**src/rtl/tpu_fifo_pkg.sv**
```systemverilog
// Shared weight type and sizing helper for the MMU weight FIFO bank.
package tpu_fifo_pkg;

    localparam int DATA_W = 8;

    typedef logic [DATA_W-1:0] weight_t;

    function automatic int cnt_w(input int depth);
        return $clog2(depth + 1);
    endfunction

endpackage

```
**src/rtl/weight_lane_fifo.sv**
```systemverilog
// Single-lane weight FIFO with registered read; data appears one cycle after i_pop.
// A full lane still accepts a push when the same-cycle pop frees a slot; rejected pushes assert o_drop.
module weight_lane_fifo #(
    parameter int DATA_W = 8,
    parameter int DEPTH  = 16,
    parameter int CNT_W  = $clog2(DEPTH + 1)
) (
    input  logic              clk,
    input  logic              rst,
    input  logic              i_clear,
    input  logic              i_push,
    input  logic [DATA_W-1:0] i_dat,
    input  logic              i_pop,
    output logic              o_full,
    output logic              o_empty,
    output logic              o_drop,
    output logic [CNT_W-1:0]  o_level,
    output logic [DATA_W-1:0] o_rd_dat,
    output logic              o_rd_vld
);

    localparam int PTR_W = $clog2(DEPTH);

    logic [DATA_W-1:0] r_mem [DEPTH];
    logic [PTR_W-1:0]  r_wr_ptr;
    logic [PTR_W-1:0]  r_rd_ptr;
    logic [CNT_W-1:0]  r_cnt;
    logic [DATA_W-1:0] r_rd_dat;
    logic              r_rd_vld;
    logic              w_push_acc;

    assign o_full     = (r_cnt == CNT_W'(DEPTH));
    assign o_empty    = (r_cnt == '0);
    assign w_push_acc = i_push & (~o_full | i_pop);
    assign o_drop     = i_push & ~w_push_acc;
    assign o_level    = r_cnt;
    assign o_rd_dat   = r_rd_dat;
    assign o_rd_vld   = r_rd_vld;

    // When full, the write slot equals the read slot; the read samples the old entry.
    always_ff @(posedge clk) begin
        if (w_push_acc && !i_clear) begin
            r_mem[r_wr_ptr] <= i_dat;
        end
    end

    always_ff @(posedge clk or posedge rst) begin
        if (rst) begin
            r_wr_ptr <= '0;
            r_rd_ptr <= '0;
            r_cnt    <= '0;
            r_rd_dat <= '0;
            r_rd_vld <= 1'b0;
        end else if (i_clear) begin
            r_wr_ptr <= '0;
            r_rd_ptr <= '0;
            r_cnt    <= '0;
            r_rd_dat <= '0;
            r_rd_vld <= 1'b0;
        end else begin
            r_rd_vld <= i_pop;
            if (w_push_acc) begin
                r_wr_ptr <= r_wr_ptr + PTR_W'(1);
            end
            if (i_pop) begin
                r_rd_ptr <= r_rd_ptr + PTR_W'(1);
                r_rd_dat <= r_mem[r_rd_ptr];
            end
            case ({w_push_acc, i_pop})
                2'b10:   r_cnt <= r_cnt + CNT_W'(1);
                2'b01:   r_cnt <= r_cnt - CNT_W'(1);
                default: r_cnt <= r_cnt;
            endcase
        end
    end

endmodule

```
**src/rtl/weight_fifo_bank.sv**
```systemverilog
// Bank of per-column weight FIFOs feeding the systolic MMU; a row pops from every lane at once.
// Lane i output lags the pop by 1+i cycles when SKEW_EN, else 1; no downstream backpressure.
module weight_fifo_bank
    import tpu_fifo_pkg::*;
#(
    parameter int DATA_W  = 8,
    parameter int DEPTH   = 16,
    parameter int LANES   = 4,
    parameter int SKEW_EN = 1,
    localparam int CNT_W  = cnt_w(DEPTH)
) (
    input  logic                    clk,
    input  logic                    rst,
    input  logic                    clear,
    input  logic [LANES-1:0]        push_mask,
    input  logic [LANES*DATA_W-1:0] data_in,
    input  logic                    pop,
    output logic                    row_ready,
    output logic [LANES-1:0]        full,
    output logic [LANES-1:0]        empty,
    output logic [LANES*CNT_W-1:0]  level,
    output logic [LANES*DATA_W-1:0] data_out,
    output logic [LANES-1:0]        data_valid,
    output logic                    ovf_err,
    output logic                    unf_err
);

    logic [LANES-1:0]             w_empty;
    logic [LANES-1:0]             w_full;
    logic [LANES-1:0]             w_drop;
    logic [LANES-1:0]             w_rd_vld;
    logic [LANES-1:0][DATA_W-1:0] w_rd_dat;
    logic                         w_row_ready;
    logic                         w_pop_acc;
    logic                         r_ovf;
    logic                         r_unf;

    assign w_row_ready = &(~w_empty);
    assign w_pop_acc   = pop & w_row_ready;
    assign row_ready   = w_row_ready;
    assign full        = w_full;
    assign empty       = w_empty;
    assign ovf_err     = r_ovf;
    assign unf_err     = r_unf;

    always_ff @(posedge clk or posedge rst) begin
        if (rst) begin
            r_ovf <= 1'b0;
            r_unf <= 1'b0;
        end else if (clear) begin
            r_ovf <= 1'b0;
            r_unf <= 1'b0;
        end else begin
            r_ovf <= r_ovf | (|w_drop);
            r_unf <= r_unf | (pop & ~w_row_ready);
        end
    end

    for (genvar i = 0; i < LANES; i++) begin : g_lane
        weight_lane_fifo #(
            .DATA_W (DATA_W),
            .DEPTH  (DEPTH),
            .CNT_W  (CNT_W)
        ) u_lane (
            .clk      (clk),
            .rst      (rst),
            .i_clear  (clear),
            .i_push   (push_mask[i]),
            .i_dat    (data_in[i*DATA_W +: DATA_W]),
            .i_pop    (w_pop_acc),
            .o_full   (w_full[i]),
            .o_empty  (w_empty[i]),
            .o_drop   (w_drop[i]),
            .o_level  (level[i*CNT_W +: CNT_W]),
            .o_rd_dat (w_rd_dat[i]),
            .o_rd_vld (w_rd_vld[i])
        );

        if (SKEW_EN != 0 && i > 0) begin : g_skew
            // Plain shift chain; data keeps shifting so the tail holds the last popped value.
            logic [i-1:0][DATA_W-1:0] r_sk_dat;
            logic [i-1:0]             r_sk_vld;

            always_ff @(posedge clk or posedge rst) begin
                if (rst) begin
                    r_sk_dat <= '0;
                    r_sk_vld <= '0;
                end else if (clear) begin
                    r_sk_dat <= '0;
                    r_sk_vld <= '0;
                end else begin
                    r_sk_dat[0] <= w_rd_dat[i];
                    r_sk_vld[0] <= w_rd_vld[i];
                    for (int k = 1; k < i; k++) begin
                        r_sk_dat[k] <= r_sk_dat[k-1];
                        r_sk_vld[k] <= r_sk_vld[k-1];
                    end
                end
            end

            assign data_out[i*DATA_W +: DATA_W] = r_sk_dat[i-1];
            assign data_valid[i]                = r_sk_vld[i-1];
        end else begin : g_noskew
            assign data_out[i*DATA_W +: DATA_W] = w_rd_dat[i];
            assign data_valid[i]                = w_rd_vld[i];
        end
    end

endmodule

```
**config.mk**
```make
export PLATFORM = sky130hd
export DESIGN_NAME = weight_fifo_bank
export DESIGN_NICKNAME = d
export VERILOG_FILES = /design/src/rtl/tpu_fifo_pkg.sv /design/src/rtl/weight_lane_fifo.sv /design/src/rtl/weight_fifo_bank.sv
export SDC_FILE = /design/constraint.sdc
export NUM_CORES = 1
export LEC_CHECK = 0
export CORE_UTILIZATION = 65
export CTS_CLUSTER_SIZE = 28
export DETAILED_ROUTE_END_ITERATION = 7
export PLACE_DENSITY_LB_ADDON = 0.05
export SYNTH_ARGS = -nofsm -noshare
export SYNTH_HDL_FRONTEND = slang
export SYNTH_SLANG_ARGS = --single-unit
```
**constraint.sdc**
```tcl
create_clock -name clk -period 10.4 [get_ports clk]
set_input_delay 2.08 -clock clk [delete_from_list [all_inputs] [get_ports clk]]
set_output_delay 2.08 -clock clk [all_outputs]
set_load 0.01 [all_outputs]
```
# After elaboration in Yosys (flattened, before gate mapping)
# Memory sizes are Yosys's and may differ from the RTL's.
# Index checks and enable logic that the tools add are counted.
# op_classes
order_cmp,0
n_mux,49
n_div,0
shift,0
n_mul,0
n_reduce_logical,20
addsub,16
eq_ne,12
bitwise_logic,26
# ops
operator,count
8-bit 2-to-1 mux,9
4-bit 2-to-1 mux,16
5-bit one-hot mux with 2 select lines,4
4-bit by 1-bit adder with 4-bit output (second input constant),8
24-bit 2-to-1 mux,1
5-bit by 1-bit adder with 5-bit output (second input constant),4
5-bit == test (second input constant),4
5-bit zero test,4
5-bit 2-to-1 mux,4
5-bit by 1-bit subtractor with 5-bit output (second input constant),4
16-bit 2-to-1 mux,1
1-bit 2-to-1 mux,12
3-bit nonzero test,4
1-bit AND,10
2-bit nonzero test,5
1-bit NOT,9
2-bit by 1-bit == test with 1-bit output (second input constant),4
2-bit == test (second input constant),4
1-bit bitwise OR,6
1-bit logical AND,4
4-bit NOT,1
4-bit AND reduction,1
4-bit OR reduction,1
3-bit 2-to-1 mux,1
other kinds (2),2
# word_totals
mem_bits_ro,0
input_bits,40
out_inout_bits,67
latchBits,0
reg_bits,141
word_cells,155
mem_count,4
mem_bits_rw,512
# mem_list
name,depth,width,rd,rd_clocked_by_memory_dff,wr,line_no,source
g_lane[0].u_lane.r_mem,16,8,1,0,1,weight_lane_fifo.sv:24,logic [DATA_W-1:0] r_mem [DEPTH];
g_lane[1].u_lane.r_mem,16,8,1,0,1,weight_lane_fifo.sv:24,
g_lane[2].u_lane.r_mem,16,8,1,0,1,weight_lane_fifo.sv:24,
g_lane[3].u_lane.r_mem,16,8,1,0,1,weight_lane_fifo.sv:24,

# Longest topological paths before layout
# logic_depth
ltp_word,11
ltp_mapped,11
mapped_depth_nobuf,10

# Hierarchy
# A second synthesis with hierarchy kept.
# unflattened
hier_cells,1757
area_unflattened_um2,26927.1
# modules_own_cells
module,instances,seq_area_each_um2,area_per_inst_um2,cells_per_inst
weight_lane_fifo,4,4394.2,6233.5,403
weight_fifo_bank,1,1401.3,1993.2,145

# Worst setup path after synthesis
# No wires, ideal clock.
# synth_timing
kind,in2reg
start,in pop
end,reg g_lane[3].u_lane.r_cnt[4]
path_buffers,2
setup_slack_ns,5.857
t_required_ns,10.268
setup_ns,0.132
stages,11
t_arrival_ns,4.411
cell_sequence,buf_2 inv_1 buf_4 nor4_1 inv_1 fa_1 nor2b_1 o21ai_0 and2_1 a211oi_1 a211oi_2
# synth_between
elab_chain_cells,6
word_cells_on_any_way,8
classes_between,eq/ne (2); mux (2); bitwise (3); reduce/logical (1)
# synth_lines
item,line_no,source
start: declaration,weight_fifo_bank.sv:17,"input logic pop,"
1-bit AND (*),weight_fifo_bank.sv:39,assign w_pop_acc = pop & w_row_ready;
1-bit bitwise OR,weight_lane_fifo.sv:34,assign w_push_acc = i_push & (~o_full | i_pop);
1-bit AND,weight_lane_fifo.sv:34,
2-bit by 1-bit == test with 1-bit output or 2-bit == test (tied branches),weight_lane_fifo.sv:69,"case ({w_push_acc, i_pop})"
5-bit one-hot mux with 2 select lines,weight_lane_fifo.sv:69,
5-bit 2-to-1 mux,weight_lane_fifo.sv:54,end else if (i_clear) begin
end signal: assignment,weight_lane_fifo.sv:70,2'b10: r_cnt <= r_cnt + CNT_W'(1);
end signal: assignment,weight_lane_fifo.sv:71,2'b01: r_cnt <= r_cnt - CNT_W'(1);
end signal: assignment,weight_lane_fifo.sv:72,default: r_cnt <= r_cnt;
end: declaration,weight_lane_fifo.sv:27,logic [CNT_W-1:0] r_cnt;
# Every way passes the cells marked *; elsewhere a longest branch is shown, timed or not.
# A chain may end at the register's enable or synchronous reset.

# Final worst setup path
# layout_timing
start,reg g_lane[0].u_lane.r_cnt[1]
end,out row_ready
# layout_between
elab_chain_cells,3
# layout_lines
item,line_no,source
start: declaration,weight_lane_fifo.sv:27,
start signal: assignment,weight_lane_fifo.sv:70,
start signal: assignment,weight_lane_fifo.sv:71,
start signal: assignment,weight_lane_fifo.sv:72,
5-bit zero test,weight_lane_fifo.sv:33,assign o_empty = (r_cnt == '0);
4-bit NOT,weight_fifo_bank.sv:38,assign w_row_ready = &(~w_empty);
4-bit AND reduction,weight_fifo_bank.sv:38,
end: declaration,weight_fifo_bank.sv:18,"output logic row_ready,"
# No other way between the ends.

==> metrics.yaml <==
outcome:
  status: "complete, no violations"
timing:
  fmaxAchievable_mhz: 195
  max_slew.worst_pin.slew_ps: 1170
  fin_tns_setup_ps: 0
  relSlewSlack_pct: 21.9
  hold_slack_ps: 451
  slew_viol_final: 0
  final_period_minus_worst_setup_slack_ps: 5120
  setup_viol: 0
  layout_worst_path_cycle_share_pct: 49.2
  grt_setup_unrepaired: "false"
  fin_skew_ps: 17.1
  finalHoldViolations: 0
grt:
  number_of_global_route_vias_before_repair: 13300
  gr-total-overflow: 0
  pin_count_of_the_biggest_net_entering_global_routing: 83
  grt_pass1_wl_mm: 80.6
  initial_antenna_violation_count: 1
  grtUsageTotal_pct: 26.6
clock_network:
  htree_levels: 2
  cts_buffers: 61
  tritoncts_clock_tree: "built"
  post_cts_resized: 0
  holdBufCountCts: 0
  clock_insertion_delay_worst_skew_ps: 620
  post-cts-setup-buffer-count: 0
  clk_transition_reported_paths_ps: 60
  cts.sink_count: 650
  cts_max_path_buffers: 3
  clock-root-buffer: "sky130_fd_sc_hd__clkbuf_16"
logic_synthesis:
  ys_warn_count: 0
  synth_sequential_area_ratio_pct: 71.6
  post-synth-top-area-fraction_pct: 58.4
  synthesis.instances: 1416
  synthesis.area_um2: 26300
  synthArstFlopShare_pct: 21.2
  synth_nets: 1492
  ys.flop_type: "sky130_fd_sc_hd__edfxtp_1"
  synth_enable_flop_cells: 512
  ys_types: 67
  postSynthRegisterBits: 650
  post-synth-top-area-cell: "sky130_fd_sc_hd__edfxtp_1"
  syn-mean-instance-area_um2: 18.6
  biggest_area_contributors_in_the_synthesized_netlist: "sky130_fd_sc_hd__edfxtp_1 (58%), sky130_fd_sc_hd__mux4_2 (14%), sky130_fd_sc_hd__dfrtp_1 (13%)"
floorplan:
  fp.dieW_um: 203
  top_level_ports: 107
  placeableCoreArea_um2: 39800
  dieArea_um2: 41300
  dieHeight_um: 203
  initial_utilization_pct: 66.1
  floorplan.rows: 73
worst_setup_path:
  worstPathArrival_ps: 3040
  worstSetupPathType: "flop to output port"
  cp.required_ps: 8320
  worst-path-max-fanout: 11
  worstSetupEndpointType: "output port"
  crit_path_start_kind: "flop"
  cp_slowest_stage_delay_ps: 610
  critical_path_buf_inv_count: 1
  worstPathCellList: "or4_4 > o22ai_2 > nor2_1 > clkdlybuf4s50_1"
  worst_path_max_delay_cell: "sky130_fd_sc_hd__or4_4"
  critPathTopFamily: "simple AND/OR/NAND/NOR gates"
finish:
  design.final.nets: 1571
  postLayoutCoreUtil_pct: 74.2
  post_route_cells_drive_above_1_share_pct: 19.5
  area_growth_pct: 12.2
routing:
  ant_nets: 0
  avgViaCountPerCell: 6.21
  remaining_drc_errors: 0
  drt-total-wl_mm: 51.9
  drt-wirelength-per-cell_um: 25.1
  firstDrtPassIters: 5
  route.vias.total: 12900
  drt_first_iter_violations: 1216
placed_design:
  detailedPlacementHpwl_mm: 33.1
  number_of_input_and_output_port_buffers_inserted: 106
  gp_routability_congestion: 0.801
power_and_ir_drop:
  leakage_nw: 10.0
  irDropWorstVdd_mv: 0.273
  power_per_cell_area_nw_per_um2: 177
worst_hold_path:
  holdCritPathClass: "flop to flop"
job:
  max_cap_viol_count: 0
## state kept, by name (all words and copies together), names as in the netlist
name                    cells
data_out                   16
g_lane.g_skew.r_sk_dat     32
g_lane.g_skew.r_sk_vld      3
g_lane.u_lane.o_level      20
g_lane.u_lane.o_rd_dat     32
g_lane.u_lane.o_rd_vld      1
g_lane.u_lane.r_mem       512
g_lane.u_lane.r_rd_ptr     16
g_lane.u_lane.r_wr_ptr     16
ovf_err                     1
unf_err                     1
## cells in the final DEF, fill, tap and decap left out, types with 8 or more instances in the layout
master                              n
sky130_fd_sc_hd__nand3_1            8
sky130_fd_sc_hd__clkdlybuf4s50_1  105
sky130_fd_sc_hd__nor2_1           106
sky130_fd_sc_hd__ha_1              32
sky130_fd_sc_hd__a22o_1            24
sky130_fd_sc_hd__mux4_2           160
sky130_fd_sc_hd__xnor2_1           12
sky130_fd_sc_hd__clkinv_1          11
sky130_fd_sc_hd__o32ai_1           11
sky130_fd_sc_hd__clkbuf_1          23
sky130_fd_sc_hd__inv_1             32
sky130_fd_sc_hd__edfxtp_1         512
sky130_fd_sc_hd__xor2_1             9
sky130_fd_sc_hd__nor2b_1           60
sky130_fd_sc_hd__nand2_1           51
sky130_fd_sc_hd__mux2_2             8
sky130_fd_sc_hd__or3_1              8
sky130_fd_sc_hd__a21oi_1           27
sky130_fd_sc_hd__dfrtp_1          133
sky130_fd_sc_hd__clkbuf_16         64
sky130_fd_sc_hd__buf_4             13
sky130_fd_sc_hd__or2_2              8
sky130_fd_sc_hd__o21ai_0           10
## power by group
group	switching, mW	internal [mW]	total [mW]
registers	0.0166	2.83	2.85
logic	0.130	0.0784	0.209
clock network	0.916	1.25	2.17
total	1.06	4.16	5.22
## cell type report
| cell class | count | area, µm² |
|---|---|---|
| antenna | 1 | 2.50 |
| clock buffer | 91 | 1740 |
| clock inverter | 23 | 209 |
| fill | 2332 | 10300 |
| inverter | 35 | 136 |
| multi-input combinational | 629 | 6800 |
| sequential | 650 | 18800 |
| tap | 525 | 657 |
| timing repair buffer | 118 | 1150 |
## Yosys cell counts, types with 6 or more instances
master	count
sky130_fd_sc_hd__buf_4	32
sky130_fd_sc_hd__nor2b_1	60
sky130_fd_sc_hd__buf_1	7
sky130_fd_sc_hd__mux2_2	8
sky130_fd_sc_hd__inv_1	33
sky130_fd_sc_hd__dfrtp_1	138
sky130_fd_sc_hd__nor2_1	107
sky130_fd_sc_hd__o211ai_1	7
sky130_fd_sc_hd__o21ai_0	10
sky130_fd_sc_hd__a22o_1	24
sky130_fd_sc_hd__xor2_1	9
sky130_fd_sc_hd__o32ai_1	11
sky130_fd_sc_hd__nand2_1	51
sky130_fd_sc_hd__edfxtp_1	512
sky130_fd_sc_hd__or2_2	8
sky130_fd_sc_hd__clkbuf_1	34
sky130_fd_sc_hd__xnor2_1	12
sky130_fd_sc_hd__nand3b_1	6
sky130_fd_sc_hd__nand4_1	7
sky130_fd_sc_hd__nor4_1	7
sky130_fd_sc_hd__or3_1	8
sky130_fd_sc_hd__a21oi_1	27
sky130_fd_sc_hd__ha_1	32
sky130_fd_sc_hd__buf_2	25
sky130_fd_sc_hd__mux4_2	160
sky130_fd_sc_hd__nand3_1	8
## final timing paths
check	depth (start not counted)	end	start	slack (ps)
max in group asynchronous	3	g_lane[3].u_lane.r_rd_ptr[0]	rst	7160
worst max-delay path	4	row_ready	g_lane[0].u_lane.o_level[1]	5280
worst min register to register	1	data_out[27]	g_lane[3].g_skew.r_sk_dat[11]	450
worst min-delay path	1	data_out[27]	g_lane[3].g_skew.r_sk_dat[11]	450
worst max register to register	11	g_lane[3].u_lane.o_level[4]	g_lane[2].u_lane.o_level[0]	6950
min in group asynchronous	2	g_lane[1].u_lane.o_rd_dat[4]	rst	1980
## layer usage
metal	routed length (µm)	track usage (%)
met5	0	0
met4	1020	7.71
met3	3460	4.71
met2	25800	42.6
met1	21700	38.4
## through the flow
stage | setup WS (ps) | area, µm² | power, mW | std cells
2_1_floorplan | 4620 | 26300 | 3.02 | 1416
3_3_place_gp | 4900 | 27600 | 3.11 | 1957
3_5_place_dp | 4740 | 27600 | 3.11 | 1957
4_1_cts | 5280 | 29500 | 5.26 | 2071
5_1_grt | 5080 | 29500 | 5.37 | 2071
6_report | 5280 | 29500 | 5.22 | 2072
## kinds of logic (layout without fill, tap and decap cells)
family                   count (synthesis)  count (layout)  synth area share [%]
multiplexers                           177             177                  14.4
other                                    0               1                     0
AO/OA/AOI/OAI                          112             112                  3.40
flip-flops                             650             650                  71.6
buffers and inverters                  137             267                  2.64
adder cells (fa/ha/maj)                 36              36                  1.83
AND/OR/NAND/NOR                        283             283                  5.44
XOR/XNOR                                21              21                 0.699
Power figures use the tool's default switching activity.
